[config.mk]
export PLATFORM = sky130hd
export DESIGN_NAME = alu_op_sequencer
export DESIGN_NICKNAME = d
export VERILOG_FILES = /design/src/rtl/alu_seq_pkg.sv /design/src/rtl/alu_seq_decode.sv /design/src/rtl/alu_op_sequencer.sv
export SDC_FILE = /design/constraint.sdc
export NUM_CORES = 1
export LEC_CHECK = 0
export CAP_MARGIN = 20
export CORE_ASPECT_RATIO = 1.4
export CORE_MARGIN = 10
export CORE_UTILIZATION = 31
export DETAILED_ROUTE_END_ITERATION = 16
export PLACE_DENSITY_LB_ADDON = 0.12
export REMOVE_ABC_BUFFERS = 1
export SLEW_MARGIN = 40
export SYNTH_ARGS = -nofsm -noshare
export SYNTH_HDL_FRONTEND = slang
export SYNTH_SLANG_ARGS = --single-unit
[constraint.sdc]
create_clock -name clk -period 3.4 [get_ports clk]
set_clock_uncertainty 0.1 [all_clocks]
set_input_delay 0.51 -clock clk [delete_from_list [all_inputs] [get_ports clk]]
set_output_delay 0.51 -clock clk [all_outputs]
set_load 0.1 [all_outputs]
[src/rtl/alu_seq_pkg.sv]
// Shared definitions for the ALU op sequencer: FSM states, opcodes,
// alu_sel bit positions and IR field locations as functions of the widths.
package alu_seq_pkg;

  typedef enum logic [2:0] {
    IDLE,
    T0,
    T1,
    T2,
    T3,
    T4,
    T5,
    T6
  } seq_state_t;

  localparam int OPCODE_W = 5;

  localparam logic [OPCODE_W-1:0] OP_ADD = 5'b01001;
  localparam logic [OPCODE_W-1:0] OP_SUB = 5'b01010;
  localparam logic [OPCODE_W-1:0] OP_AND = 5'b01011;
  localparam logic [OPCODE_W-1:0] OP_OR  = 5'b01100;

  localparam int ALU_ADD_BIT = 0;
  localparam int ALU_SUB_BIT = 1;
  localparam int ALU_AND_BIT = 2;
  localparam int ALU_OR_BIT  = 3;

  // Fields are packed MSB-first: opcode, Ra, Rb, Rc, then spare bits.
  function automatic int opcode_msb(input int data_w);
    return data_w - 1;
  endfunction

  function automatic int ra_msb(input int data_w);
    return data_w - OPCODE_W - 1;
  endfunction

  function automatic int rb_msb(input int data_w, input int rsel_w);
    return ra_msb(data_w) - rsel_w;
  endfunction

  function automatic int rc_msb(input int data_w, input int rsel_w);
    return rb_msb(data_w, rsel_w) - rsel_w;
  endfunction

  // A negative result means the register fields fill the word exactly.
  function automatic int spare_msb(input int data_w, input int rsel_w);
    return rc_msb(data_w, rsel_w) - rsel_w;
  endfunction

endpackage

[src/rtl/alu_seq_decode.sv]
// Combinational IR decode: opcode legality, one-hot ALU select and
// one-hot selects for the Ra/Rb/Rc register fields.
module alu_seq_decode
  import alu_seq_pkg::*;
#(
  parameter int DATA_W   = 32,
  parameter int NUM_REGS = 16
) (
  input  logic [DATA_W-1:0]   ir,
  output logic                legal,
  output logic [3:0]          alu_sel,
  output logic [NUM_REGS-1:0] ra_onehot,
  output logic [NUM_REGS-1:0] rb_onehot,
  output logic [NUM_REGS-1:0] rc_onehot
);

  localparam int RSEL_W    = $clog2(NUM_REGS);
  localparam int OPC_MSB   = opcode_msb(DATA_W);
  localparam int RA_MSB    = ra_msb(DATA_W);
  localparam int RB_MSB    = rb_msb(DATA_W, RSEL_W);
  localparam int RC_MSB    = rc_msb(DATA_W, RSEL_W);
  localparam int SPARE_MSB = spare_msb(DATA_W, RSEL_W);

  logic [OPCODE_W-1:0] opcode;
  logic [RSEL_W-1:0]   ra;
  logic [RSEL_W-1:0]   rb;
  logic [RSEL_W-1:0]   rc;

  assign opcode = ir[OPC_MSB -: OPCODE_W];
  assign ra     = ir[RA_MSB -: RSEL_W];
  assign rb     = ir[RB_MSB -: RSEL_W];
  assign rc     = ir[RC_MSB -: RSEL_W];

  always_comb begin
    legal   = 1'b1;
    alu_sel = '0;
    case (opcode)
      OP_ADD:  alu_sel[ALU_ADD_BIT] = 1'b1;
      OP_SUB:  alu_sel[ALU_SUB_BIT] = 1'b1;
      OP_AND:  alu_sel[ALU_AND_BIT] = 1'b1;
      OP_OR:   alu_sel[ALU_OR_BIT]  = 1'b1;
      default: legal = 1'b0;
    endcase
  end

  // Field values beyond NUM_REGS-1 (non power-of-two counts) decode to all-zero.
  always_comb begin
    ra_onehot = '0;
    rb_onehot = '0;
    rc_onehot = '0;
    for (int i = 0; i < NUM_REGS; i++) begin
      ra_onehot[i] = (ra == RSEL_W'(i));
      rb_onehot[i] = (rb == RSEL_W'(i));
      rc_onehot[i] = (rc == RSEL_W'(i));
    end
  end

  generate
    if (SPARE_MSB >= 0) begin : g_spare
      logic unused_spare_bits;
      assign unused_spare_bits = ^ir[SPARE_MSB:0];
    end
  endgenerate

endmodule

[src/rtl/alu_op_sequencer.sv]
// Hardwired control sequencer: fetch, IR load and execute of three-register ALU ops.
// Optional ALU_SEQ_MEM_WAIT_EN makes T2 wait for mem_ready before loading MDR.
module alu_op_sequencer
  import alu_seq_pkg::*;
#(
  parameter int DATA_W   = 32,
  parameter int NUM_REGS = 16
) (
  input  logic                clk,
  input  logic                rst_n,
  input  logic                start,
  input  logic                mem_ready,
  input  logic [DATA_W-1:0]   ir_q,
  output logic                busy,
  output logic                done,
  output logic                illegal,
  output logic                pc_out,
  output logic                z_low_out,
  output logic                mdr_out,
  output logic                mar_in,
  output logic                pc_in,
  output logic                mdr_in,
  output logic                ir_in,
  output logic                y_in,
  output logic                z_in,
  output logic                inc_pc,
  output logic                read,
  output logic [NUM_REGS-1:0] reg_out,
  output logic [NUM_REGS-1:0] reg_in,
  output logic [3:0]          alu_sel
);

  localparam int RSEL_W = $clog2(NUM_REGS);

  generate
    if (OPCODE_W + 3 * RSEL_W > DATA_W) begin : g_bad_params
      $error("alu_op_sequencer: DATA_W too narrow for opcode and three register fields");
    end
  endgenerate

  seq_state_t state, state_next;

  logic                dec_legal;
  logic [3:0]          dec_alu_sel;
  logic [NUM_REGS-1:0] ra_onehot;
  logic [NUM_REGS-1:0] rb_onehot;
  logic [NUM_REGS-1:0] rc_onehot;

  alu_seq_decode #(
    .DATA_W   (DATA_W),
    .NUM_REGS (NUM_REGS)
  ) u_decode (
    .ir        (ir_q),
    .legal     (dec_legal),
    .alu_sel   (dec_alu_sel),
    .ra_onehot (ra_onehot),
    .rb_onehot (rb_onehot),
    .rc_onehot (rc_onehot)
  );

`ifdef ALU_SEQ_MEM_WAIT_EN
  logic mem_go;
  assign mem_go = mem_ready;
`else
  logic mem_go;
  logic unused_mem_ready;
  assign mem_go           = 1'b1;
  assign unused_mem_ready = mem_ready;
`endif

  always_ff @(posedge clk or negedge rst_n) begin
    if (!rst_n) begin
      state <= IDLE;
    end else begin
      state <= state_next;
    end
  end

  always_comb begin
    state_next = state;
    case (state)
      IDLE:    if (start) state_next = T0;
      T0:      state_next = T1;
      T1:      state_next = T2;
      T2:      if (mem_go) state_next = T3;
      T3:      state_next = T4;
      T4:      state_next = dec_legal ? T5 : IDLE;
      T5:      state_next = T6;
      T6:      state_next = IDLE;
      default: state_next = IDLE;
    endcase
  end

  // Sticky until the next instruction is actually accepted out of IDLE.
  always_ff @(posedge clk or negedge rst_n) begin
    if (!rst_n) begin
      illegal <= 1'b0;
    end else if (state == IDLE && start) begin
      illegal <= 1'b0;
    end else if (state == T4 && !dec_legal) begin
      illegal <= 1'b1;
    end
  end

  always_comb begin
    busy      = (state != IDLE);
    done      = 1'b0;
    pc_out    = 1'b0;
    z_low_out = 1'b0;
    mdr_out   = 1'b0;
    mar_in    = 1'b0;
    pc_in     = 1'b0;
    mdr_in    = 1'b0;
    ir_in     = 1'b0;
    y_in      = 1'b0;
    z_in      = 1'b0;
    inc_pc    = 1'b0;
    read      = 1'b0;
    reg_out   = '0;
    reg_in    = '0;
    alu_sel   = '0;
    case (state)
      T0: begin
        pc_out = 1'b1;
        mar_in = 1'b1;
        inc_pc = 1'b1;
        z_in   = 1'b1;
      end
      T1: begin
        z_low_out = 1'b1;
        pc_in     = 1'b1;
        read      = 1'b1;
      end
      T2: begin
        read   = 1'b1;
        mdr_in = mem_go;
      end
      T3: begin
        mdr_out = 1'b1;
        ir_in   = 1'b1;
      end
      T4: begin
        if (dec_legal) begin
          reg_out = rb_onehot;
          y_in    = 1'b1;
        end else begin
          done = 1'b1;
        end
      end
      T5: begin
        reg_out = rc_onehot;
        alu_sel = dec_alu_sel;
        z_in    = 1'b1;
      end
      T6: begin
        z_low_out = 1'b1;
        reg_in    = ra_onehot;
        done      = 1'b1;
      end
      default: ;
    endcase
  end

endmodule
# Word-level counts from Yosys, hierarchy flattened
# Cells that the tools add are included.
[word_totals]
regBits = 4
latchBits = 0
ramBits = 0
rom_bits = 0
input_bits = 36
output_inout_bits = 50
wordCells = 97
mem_count = 0
[op_classes]
addsub = 0
mul = 0
n_div = 0
n_lt_le_gt_ge = 0
eq_ne = 57
shift = 0
n_mux = 25
bitwise_logic = 0
n_reduce_logical = 13
[op_table]
columns = ["op", "count"]
rows = [
  ["equality test 4 bit (second input constant)", 24],
  ["equality test 4 x 3 -> 1 bit (second input constant)", 12],
  ["two-way mux 16 bit", 2],
  ["case mux 16 bit (2 select lines)", 1],
  ["equality test 4 x 2 -> 1 bit (second input constant)", 6],
  ["case mux 3 bit (8 select lines)", 1],
  ["equality test 5 x 4 -> 1 bit (second input constant)", 4],
  ["two-way mux 1 bit", 17],
  ["equality test 3 bit (second input constant)", 4],
  ["equality test 4 x 1 -> 1 bit (second input constant)", 3],
  ["logical NOT 4 bit", 3],
  ["equality test 3 x 2 -> 1 bit (second input constant)", 2],
  ["two-way mux 3 bit", 2],
  ["OR reduction 2 bit", 3],
  ["two-way mux 4 bit", 1],
  ["OR reduction 4 bit", 1],
  ["equality test 3 x 1 -> 1 bit (second input constant)", 1],
  ["logical NOT 3 bit", 1],
  ["nonzero test 3 bit", 1],
  ["logical AND 1 bit", 2],
  ["inequality test 2 bit (second input constant)", 1],
  ["case mux 1 bit (2 select lines)", 1],
  ["nonzero test 2 bit", 1],
  ["logical NOT 1 bit", 1],
]

# Longest topological paths before layout
# Gate-level depths: netlist of the first run.
[logic_depth]
ltp_word = 7
mapped_depth = 5
depth_no_buf = 3

# By module
# Synthesis of the first run repeated with hierarchy kept, for this count alone.
[hier_totals]
cells_unflattened = 191
hier_area_um2 = 1261.2
[modules_own_cells]
columns = ["module", "n_inst", "cells_per_inst", "area_each_um2", "seq_area_each_um2"]
rows = [
  ["alu_op_sequencer", 1, 116, 817.0, 100.1],
  ["alu_seq_decode", 1, 75, 444.2, 0.0],
]

# Worst setup path before layout of the first run
# OpenSTA, ideal clock, no wires.
[synth_path]
kind = "register -> output"
start = "register state[1]"
end = "output port pc_in"
arrival_ns = 3.481
required_time_ns = 2.790
slack_ns = -0.691
stages_incl_launch_ff = 4
path_buffers = 1
path_cell_list = "dfrtp_1 > buf_2 > nor2b_1 > nor2b_1"
[synth_between]
elab_chain_cells = 2
[synth_lines]
columns = ["item", "line", "rtl"]
rows = [
  ["start, declared", "alu_op_sequencer.sv:41", "seq_state_t state, state_next;"],
  ["start signal, assigned", "alu_op_sequencer.sv:75", "state <= state_next;"],
  ["equality test 3 x 2 -> 1 bit", "alu_op_sequencer.sv:122", "case (state)"],
  ["two-way mux 1 bit", "alu_op_sequencer.sv:122", ""],
  ["end, declared", "alu_op_sequencer.sv:21", "output logic pc_in,"],
]
# Every way passes these cells.

# Final worst setup path of the first run
[layout_path]
start = "input port ir_q[28]"
end = "output port reg_out[15]"
[layout_between]
elab_chain_cells = 5
word_cells_on_any_way = 8
classes_between = "eq/ne: 4; mux: 3; reduce/logical: 1"
[layout_lines]
columns = ["item", "line", "rtl"]
rows = [
  ["start, declared", "alu_op_sequencer.sv:13", "input logic [DATA_W-1:0] ir_q,"],
  ["equality test 5 x 4 -> 1 bit", "alu_seq_decode.sv:37", "case (opcode)"],
  ["OR reduction 4 bit (no source line) *", "-", ""],
  ["two-way mux 1 bit *", "alu_seq_decode.sv:37", ""],
  ["two-way mux 16 bit *", "alu_op_sequencer.sv:143", "if (dec_legal) begin"],
  ["case mux 16 bit (2 select lines) *", "alu_op_sequencer.sv:122", ""],
  ["end, declared", "alu_op_sequencer.sv:28", "output logic [NUM_REGS-1:0] reg_out,"],
]
# Mark *: on every way between the ends. The rest lies on a longest branch, timed or not.

==> results.cfg, run 1 <==
[floorplanning]
ios = 86
die_w_um = 64.1
dieArea_mm2 = 0.00524
core_area_mm2 = 0.00262
row_count = 22
start_util_pct = 32.2
die_y_um = 81.7

[setup_path]
crit_path_start_kind = input port
cp.arrival_ps = 2340
cpPeakStageDelay_ps = 590
critical_path.max_fanout = 10
cp-endpoint = reg_out[15]
cp.required_ps = 2790
critical_path_class = input port to primary output
path_cells = clkdlybuf4s50_1, or3_1, nand4b_4, o32ai_1, buf_12
startpoint = ir_q[28]
rr_worst_depth = 2
r2r_slack_ps = 2020
cp_slowest_cell = clkdlybuf4s50_1
rr_startpoint = state[1]
crit-reg2reg-capture = illegal
worstSetupEndpointType = primary output

[min_path]
hold_class = input port to asynchronous set/reset pin

[power_and_ir_drop]
p_total_mw = 1.17
power_density_mw_per_mm2 = 698
p_leak_nw = 0.676
peakVddDrop_mv = 0.501

[timing]
final-setup-viol-count = 0
rsz0062_at_grt = no
slew_viol_final = 0
holdWs_ps = 372
final-hold-violation-count = 0
slew_headroom_pct = 65.8
clock.fmax_mhz = 339
fin_crit_ps = 2950
tightest_slew_ps = 513
period_share_pct = 86.8

[cts]
cts_resized = 0
cts.clk_slew.worst_paths_ps = 40
cts-buffers-inserted = 3
post_cts_buffers = 0
insertion_delay_ps = 230
cts.sinks = 4
root_buffer = clkbuf_4
cts-htree-levels = 1
ctsHoldBuffers = 0
cts_tree = built
clockBufferDepth = 2

[placement]
place_inst = 218
dp_hpwl_mm = 3.05
routabilityCongestion = 0.751
placed_cell_area_mm2 = 0.00165
io_buffers = 69

[global_routing]
grt_max_degree = 20
antenna_found_initial = 0
grt_pass1_wl_mm = 5.62
met3_usage_pct = 7.36
grt_most_used_layer = met2
grt_use_met1_pct = 11.4
grt_remaining_overflow = 0
met2_usage_pct = 25.0
grtUsageTotal_pct = 12.9
first_global_vias = 1204

[routing]
wl_mm = 3.57
drt_iter0_drc = 34
first_pass_iters = 5
drc = 0
vias_per_cell = 5.27
vias = 1165
wl_per_cell_um = 16.2
ant_nets = 0

[cells_and_area]
fillers = 237
layout_commonest_cell = buf_4
syn_to_final_growth_pct = 98.7
final_cell_mix = 29 x buf_4, 20 x buf_12, 19 x clkdlybuf4s50_1, 15 x nor2_1, 11 x nand2b_1
num_antenna_cells = 0
final_cells = 221
drive_gt1_share_pct = 31.9
final_nets = 223
post-route-util_pct = 64.1
design_area_mm2 = 0.00168

[run_status]
status = complete, no violations

[yosys]
yosysWarnings = 0
synthAdderAreaFrac_pct = 0
ys_seq_area_share_pct = 11.9
syn_inst = 122
synth_mux_area_share_pct = 0
syn_area_per_cell_um2 = 6.91
synth_edf_count = 0
synth-xor-area-share_pct = 2.08
async_reset_ff_share_pct = 100
synth.distinct_cells = 37
synth-seq-cells = 4
synth_top_family_by_area = simple AND/OR/NAND/NOR gates
synth_simple_gate_area_share_pct = 59.8
syn-cell-area_um2 = 843
synth_compound_area_share_pct = 19.1
synth_flop_cell = dfrtp_1

[flow_run]
drv_cap = 0
[cell usage after synthesis, drive strengths merged (3+ instances only)]
| cell type | count | area (um2) |
|---|---|---|
| nor2 | 15 | 56.3 |
| nand2b | 11 | 68.8 |
| nand2 | 8 | 30.0 |
| buf | 6 | 37.5 |
| nand3 | 6 | 30.0 |
| nor3 | 6 | 35.0 |
| o22ai | 6 | 37.5 |
| o31ai | 6 | 45.0 |
| nor2b | 5 | 31.3 |
| and2 | 4 | 25.0 |
| dfrtp | 4 | 100 |
| nand3b | 4 | 30.0 |
| o32ai | 4 | 35.0 |
| and3 | 3 | 18.8 |
| clkbuf | 3 | 11.3 |
| inv | 3 | 11.3 |
| or3 | 3 | 18.8 |
[cell families (layout without fill, tap and decap cells)]
group                     count (synthesis)  count (layout)
and+or+nand+nor                          82              82
AOI/OAI and AO/OA                        22              22
buffers and inverters                    12              75
DFF                                       4               4
xor gates and xnor gates                  2               2
[power by group]
group	internal [mW]	total, mW	switching, mW
combinational	0.239	0.962	0.723
sequential	0.0699	0.149	0.0788
clock	0.0395	0.0588	0.0193
[critical path, delay by kind of cell]
family                 cells  cell delay [ps]
and+or+nand+nor            2              500
buffers and inverters      2              830
AOI/OAI and AO/OA          1              500
[layout make-up]
cell class	count	area (um2)	share of cell area (%)
repair buffers	69	813	48.5
flip-flops and latches	4	100	5.97
clock buffers	3	22.5	1.34
multi-input cells	106	683	40.8
well taps	36	45.0	2.69
inverters	3	11.3	0.672
[flip-flops by register name, summed over array words and instances (netlist names)]
register  count
illegal       1
state         3
[layer usage]
layer	up-vias	wire length, um
met5	-	0
met1	528	1260
met2	53	1840
li1	580	-
met4	0	19
met3	4	454
[worst min path at each step]
stage	endpoint	slack (ps)	cells past startpoint
floorplan	illegal	110	0
global placement	illegal	430	1
detailed placement	illegal	430	1
CTS	state[0]	380	1
global route	state[0]	380	1
finish	state[2]	370	1
[metrics by stage]
| stage | setup slack, ps | TNS (ps) |
|---|---|---|
| floorplan | -661 | -7780 |
| global placement | 502 | 0 |
| detailed placement | 459 | 0 |
| CTS | 453 | 0 |
| global route | 366 | 0 |
| finish | 448 | 0 |
No activity file was read; power rests on OpenSTA's default activity.
==> run 2: changes to the inputs <==
Settings changed: CORE_MARGIN 10 to not set.
==> results.cfg, run 2 (synthesis gave the netlist of run 1 again) <==
[run_status]
status = complete, no violations

[routing]
drt-met1-wl_mm = 1.02
dr.max_layer_used = met4
wl_mm = 2.88
vias = 1163
drt_iter0_drc = 26
vias_per_cell = 5.26
wl_met2_mm = 1.61
ant_nets = 0
wl_per_cell_um = 13.0
wl_met3_um = 192
first_pass_iters = 4
drc = 0

[timing]
slew_headroom_pct = 66.9
clock.fmax_mhz = 343
holdWs_ps = 379
rsz0062_at_grt = no
final-setup-viol-count = 0
tightest_slew_ps = 496
slew_viol_final = 0
final-hold-violation-count = 0
period_share_pct = 85.7
fin_crit_ps = 2920

[cts]
cts.sinks = 4
insertion_delay_ps = 230
cts-buffers-inserted = 3
ctsHoldBuffers = 0
clockBufferDepth = 2
cts_resized = 0
post_cts_buffers = 0
cts.clk_slew.worst_paths_ps = 40
cts_tree = built
root_buffer = clkbuf_4
cts-htree-levels = 1

[placement]
io_buffers = 69
dp_hpwl_mm = 2.40
place_inst = 218
routabilityCongestion = 0.841
placed_cell_area_mm2 = 0.00165

[cells_and_area]
drive_gt1_share_pct = 31.9
final_nets = 223
layout_commonest_cell = buf_4
post-route-util_pct = 64.1
top_regs = state: 3 flops, illegal: 1 flops
design_area_mm2 = 0.00168
largest_reg_flops = 3
num_antenna_cells = 0
top_register = state
syn_to_final_growth_pct = 98.7
final_cells = 221
final_cell_mix = 29 x buf_4, 20 x buf_12, 19 x clkdlybuf4s50_1, 15 x nor2_1, 11 x nand2b_1

[global_routing]
grt_remaining_overflow = 0
grt_pass1_wl_mm = 4.45
antenna_found_initial = 0
grtUsageTotal_pct = 20.1
grt_max_degree = 20
first_global_vias = 1009

[setup_path]
cp.arrival_ps = 2310
crit_path_start_kind = input port
rr_worst_depth = 2
critical_path.max_fanout = 10
r2r_slack_ps = 2040
rr_startpoint = state[1]
crit-reg2reg-capture = illegal
cp.required_ps = 2790
critical_path_class = input port to primary output
worstSetupEndpointType = primary output

[min_path]
hold_class = input port to asynchronous set/reset pin

[power_and_ir_drop]
power_density_mw_per_mm2 = 693
p_total_mw = 1.16
peakVddDrop_mv = 0.540
p_leak_nw = 0.676

[floorplanning]
die_y_um = 63.7
ios = 86
row_count = 22
start_util_pct = 32.2
die_w_um = 46.1
dieArea_mm2 = 0.00294
core_area_mm2 = 0.00262

[flow_run]
drv_cap = 0
run 2: cell counts in the layout (fill, tap and decap cells not counted):
Identical to the previous run, type by type.
run 2: per-stage QoR:
step                      setup slack [ps]  TNS (ps)
after CTS                              458         0
after floorplan                       -661     -7780
after global routing                   332         0
after detailed placement               487         0
final                                  485         0
after global placement                 510         0
run 2: layout make-up:
class | instances | area [um2]
repair buffers | 69 | 813
flip-flops and latches | 4 | 100
fillers | 232 | 940
clock buffers | 3 | 22.5
inverters | 3 | 11.3
multi-input cells | 106 | 683
well taps | 36 | 45.0
run 2: worst max-delay path by stage:
stage | from | end | slack (ps) | depth (start not counted)
3_3_place_gp | ir_q[28] | reg_out[15] | 510 | 5
2_1_floorplan | state[1] | pc_in | -660 | 2
3_5_place_dp | ir_q[28] | reg_out[14] | 490 | 5
4_1_cts | ir_q[28] | reg_out[14] | 460 | 5
6_report | ir_q[28] | reg_out[14] | 480 | 5
5_1_grt | ir_q[28] | reg_out[14] | 330 | 5
run 2: power by group:
part           internal [mW]  switching, mW
Sequential            0.0699         0.0767
Combinational          0.239          0.718
Clock                 0.0395         0.0189
Total                  0.348          0.813
run 2: per-layer routing:
metal,up-vias,global-route usage (%)
met3,4,3.44
met5,-,0
li1,586,-
met1,518,20.3
met2,55,36.6
met4,0,9.93
run 2: worst max-delay path, stage by stage:
cell and delay [ps]:
clkdlybuf4s50_1 570, or3_1 270, nand4b_4 210, o32ai_1 500, buf_12 240
==> run 3: changes to the inputs <==
Settings changed: HOLD_SLACK_MARGIN set to 0.02, REMOVE_ABC_BUFFERS 1 to not set, TNS_END_PERCENT set to 1.
==> results.cfg, run 3 (synthesis gave the netlist of run 1 again) <==
[run_status]
status = complete, no violations

[power_and_ir_drop]
p_seq_share_pct = 12.6
swShare_pct = 69.9
pwr-share-clk_pct = 4.9
power_density_mw_per_mm2 = 691
p_leak_nw = 0.677
switching_power_mw = 0.811
intPower_mw = 0.349
combPwrFrac_pct = 82.4
peakVddDrop_mv = 0.581

[setup_path]
crit_path_start_kind = input port
r2r_slack_ps = 2030
critical_path.max_fanout = 10
rr_startpoint = state[1]
critical_path_class = input port to primary output
cp.required_ps = 2790
path_cells = clkdlybuf4s50_1, or3_1, nand4b_4, o32ai_1, buf_12
cp.arrival_ps = 2350
worstSetupEndpointType = primary output
cp_slowest_cell = clkdlybuf4s50_1
cpPeakStageDelay_ps = 570
crit-reg2reg-capture = illegal
rr_worst_depth = 2

[global_routing]
grt_remaining_overflow = 0
grt_max_degree = 20
grt_pass1_wl_mm = 4.24
grtUsageTotal_pct = 19.1
antenna_found_initial = 0
first_global_vias = 985

[cts]
cts.sinks = 4
cts-htree-levels = 1
ctsHoldBuffers = 0
cts-buffers-inserted = 3
insertion_delay_ps = 230
cts_resized = 0
post_cts_buffers = 0
root_buffer = clkbuf_4
cts_tree = built
cts.clk_slew.worst_paths_ps = 40
clockBufferDepth = 2

[routing]
first_pass_iters = 4
vias_per_cell = 5.12
vias = 1132
ant_nets = 0
drc = 0
wl_mm = 2.86
wl_per_cell_um = 12.9
drt_iter0_drc = 28

[timing]
fin_crit_ps = 2960
period_share_pct = 87.1
clock.fmax_mhz = 338
slew_headroom_pct = 66.0
final-setup-viol-count = 0
slew_viol_final = 0
tightest_slew_ps = 509
rsz0062_at_grt = no
final-hold-violation-count = 0
final.setup.tns_ps = 0

[floorplanning]
die_y_um = 63.7
start_util_pct = 32.2
ios = 86
die_w_um = 46.1
core_area_mm2 = 0.00262
row_count = 22
dieArea_mm2 = 0.00294

[placement]
routabilityCongestion = 0.849
place_inst = 218
dp_hpwl_mm = 2.38
placed_cell_area_mm2 = 0.00166
io_buffers = 69

[cells_and_area]
fillers = 223
drive_gt1_share_pct = 32.4
top_register = state
final_cell_mix = 29 x buf_4, 20 x buf_12, 19 x clkdlybuf4s50_1, 15 x nor2_1, 11 x nand2b_1
largest_reg_flops = 3
post-route-util_pct = 64.2
design_area_mm2 = 0.00168
layout_commonest_cell = buf_4
final_nets = 223
top_regs = state: 3 flops, illegal: 1 flops
syn_to_final_growth_pct = 99.0
final_cells = 221
num_antenna_cells = 0

[yosys]
syn_nets = 158

[min_path]
hold_class = input port to asynchronous set/reset pin

[flow_run]
drv_cap = 0
==> run 3: cell counts in the layout (fill, tap and decap cells not counted) <==
No cell type changed its count.
==> run 3: worst max-delay path by stage <==
stage          depth (start not counted)           to  slack, ps      from
2_1_floorplan                          3  reg_out[14]       -540  ir_q[31]
3_3_place_gp                           5  reg_out[15]        520  ir_q[28]
3_5_place_dp                           5  reg_out[14]        490  ir_q[27]
4_1_cts                                5   reg_out[9]        460  ir_q[27]
5_1_grt                                5  reg_out[14]        370  ir_q[27]
6_report                               5  reg_out[15]        440  ir_q[27]
==> run 3: layout make-up <==
type | instances | area [um2] | share of cell area, %
clock buffer | 3 | 22.5 | 1.34
inverter | 3 | 11.3 | 0.671
multi-input combinational | 106 | 686 | 40.9
sequential | 4 | 100 | 5.97
tap | 36 | 45.0 | 2.68
timing repair buffer | 69 | 813 | 48.5
==> run 3: per-layer routing <==
metal / wire (um) / global-route usage [%] / share of wire [%] / vias to the layer above
met2: 1610 / 38.0 / 56 / 50
met4: 37 / 7.72 / 1.3 / 0
li1: - / - / - / 587
met1: 1060 / 17.9 / 37 / 491
met5: 0 / 0 / 0 / -
met3: 152 / 1.72 / 5.3 / 4
==> run 3: stage by stage <==
stage,hold slack (ps),setup WS (ps),total power [mW]
detailed placement,435,489,1.11
finish,378,440,1.16
global route,391,372,1.22
floorplan,114,-536,0.920
CTS,378,464,1.17
global placement,434,516,1.10
==> run 3: critical path: cells and delay by family <==
family	cells	cell delay [ps]
buffers and inverters	2	810
and+or+nand+nor	2	470
AOI/OAI and AO/OA	1	550
==> run 3: power groups by stage <==
stage | Sequential [mW] | Combinational, mW | Clock [mW]
after floorplan | 0.120 | 0.800 | 0
after global placement | 0.145 | 0.957 | 0
after detailed placement | 0.147 | 0.959 | 0
after CTS | 0.146 | 0.960 | 0.0597
after global routing | 0.159 | 0.992 | 0.0633
final | 0.146 | 0.956 | 0.0574
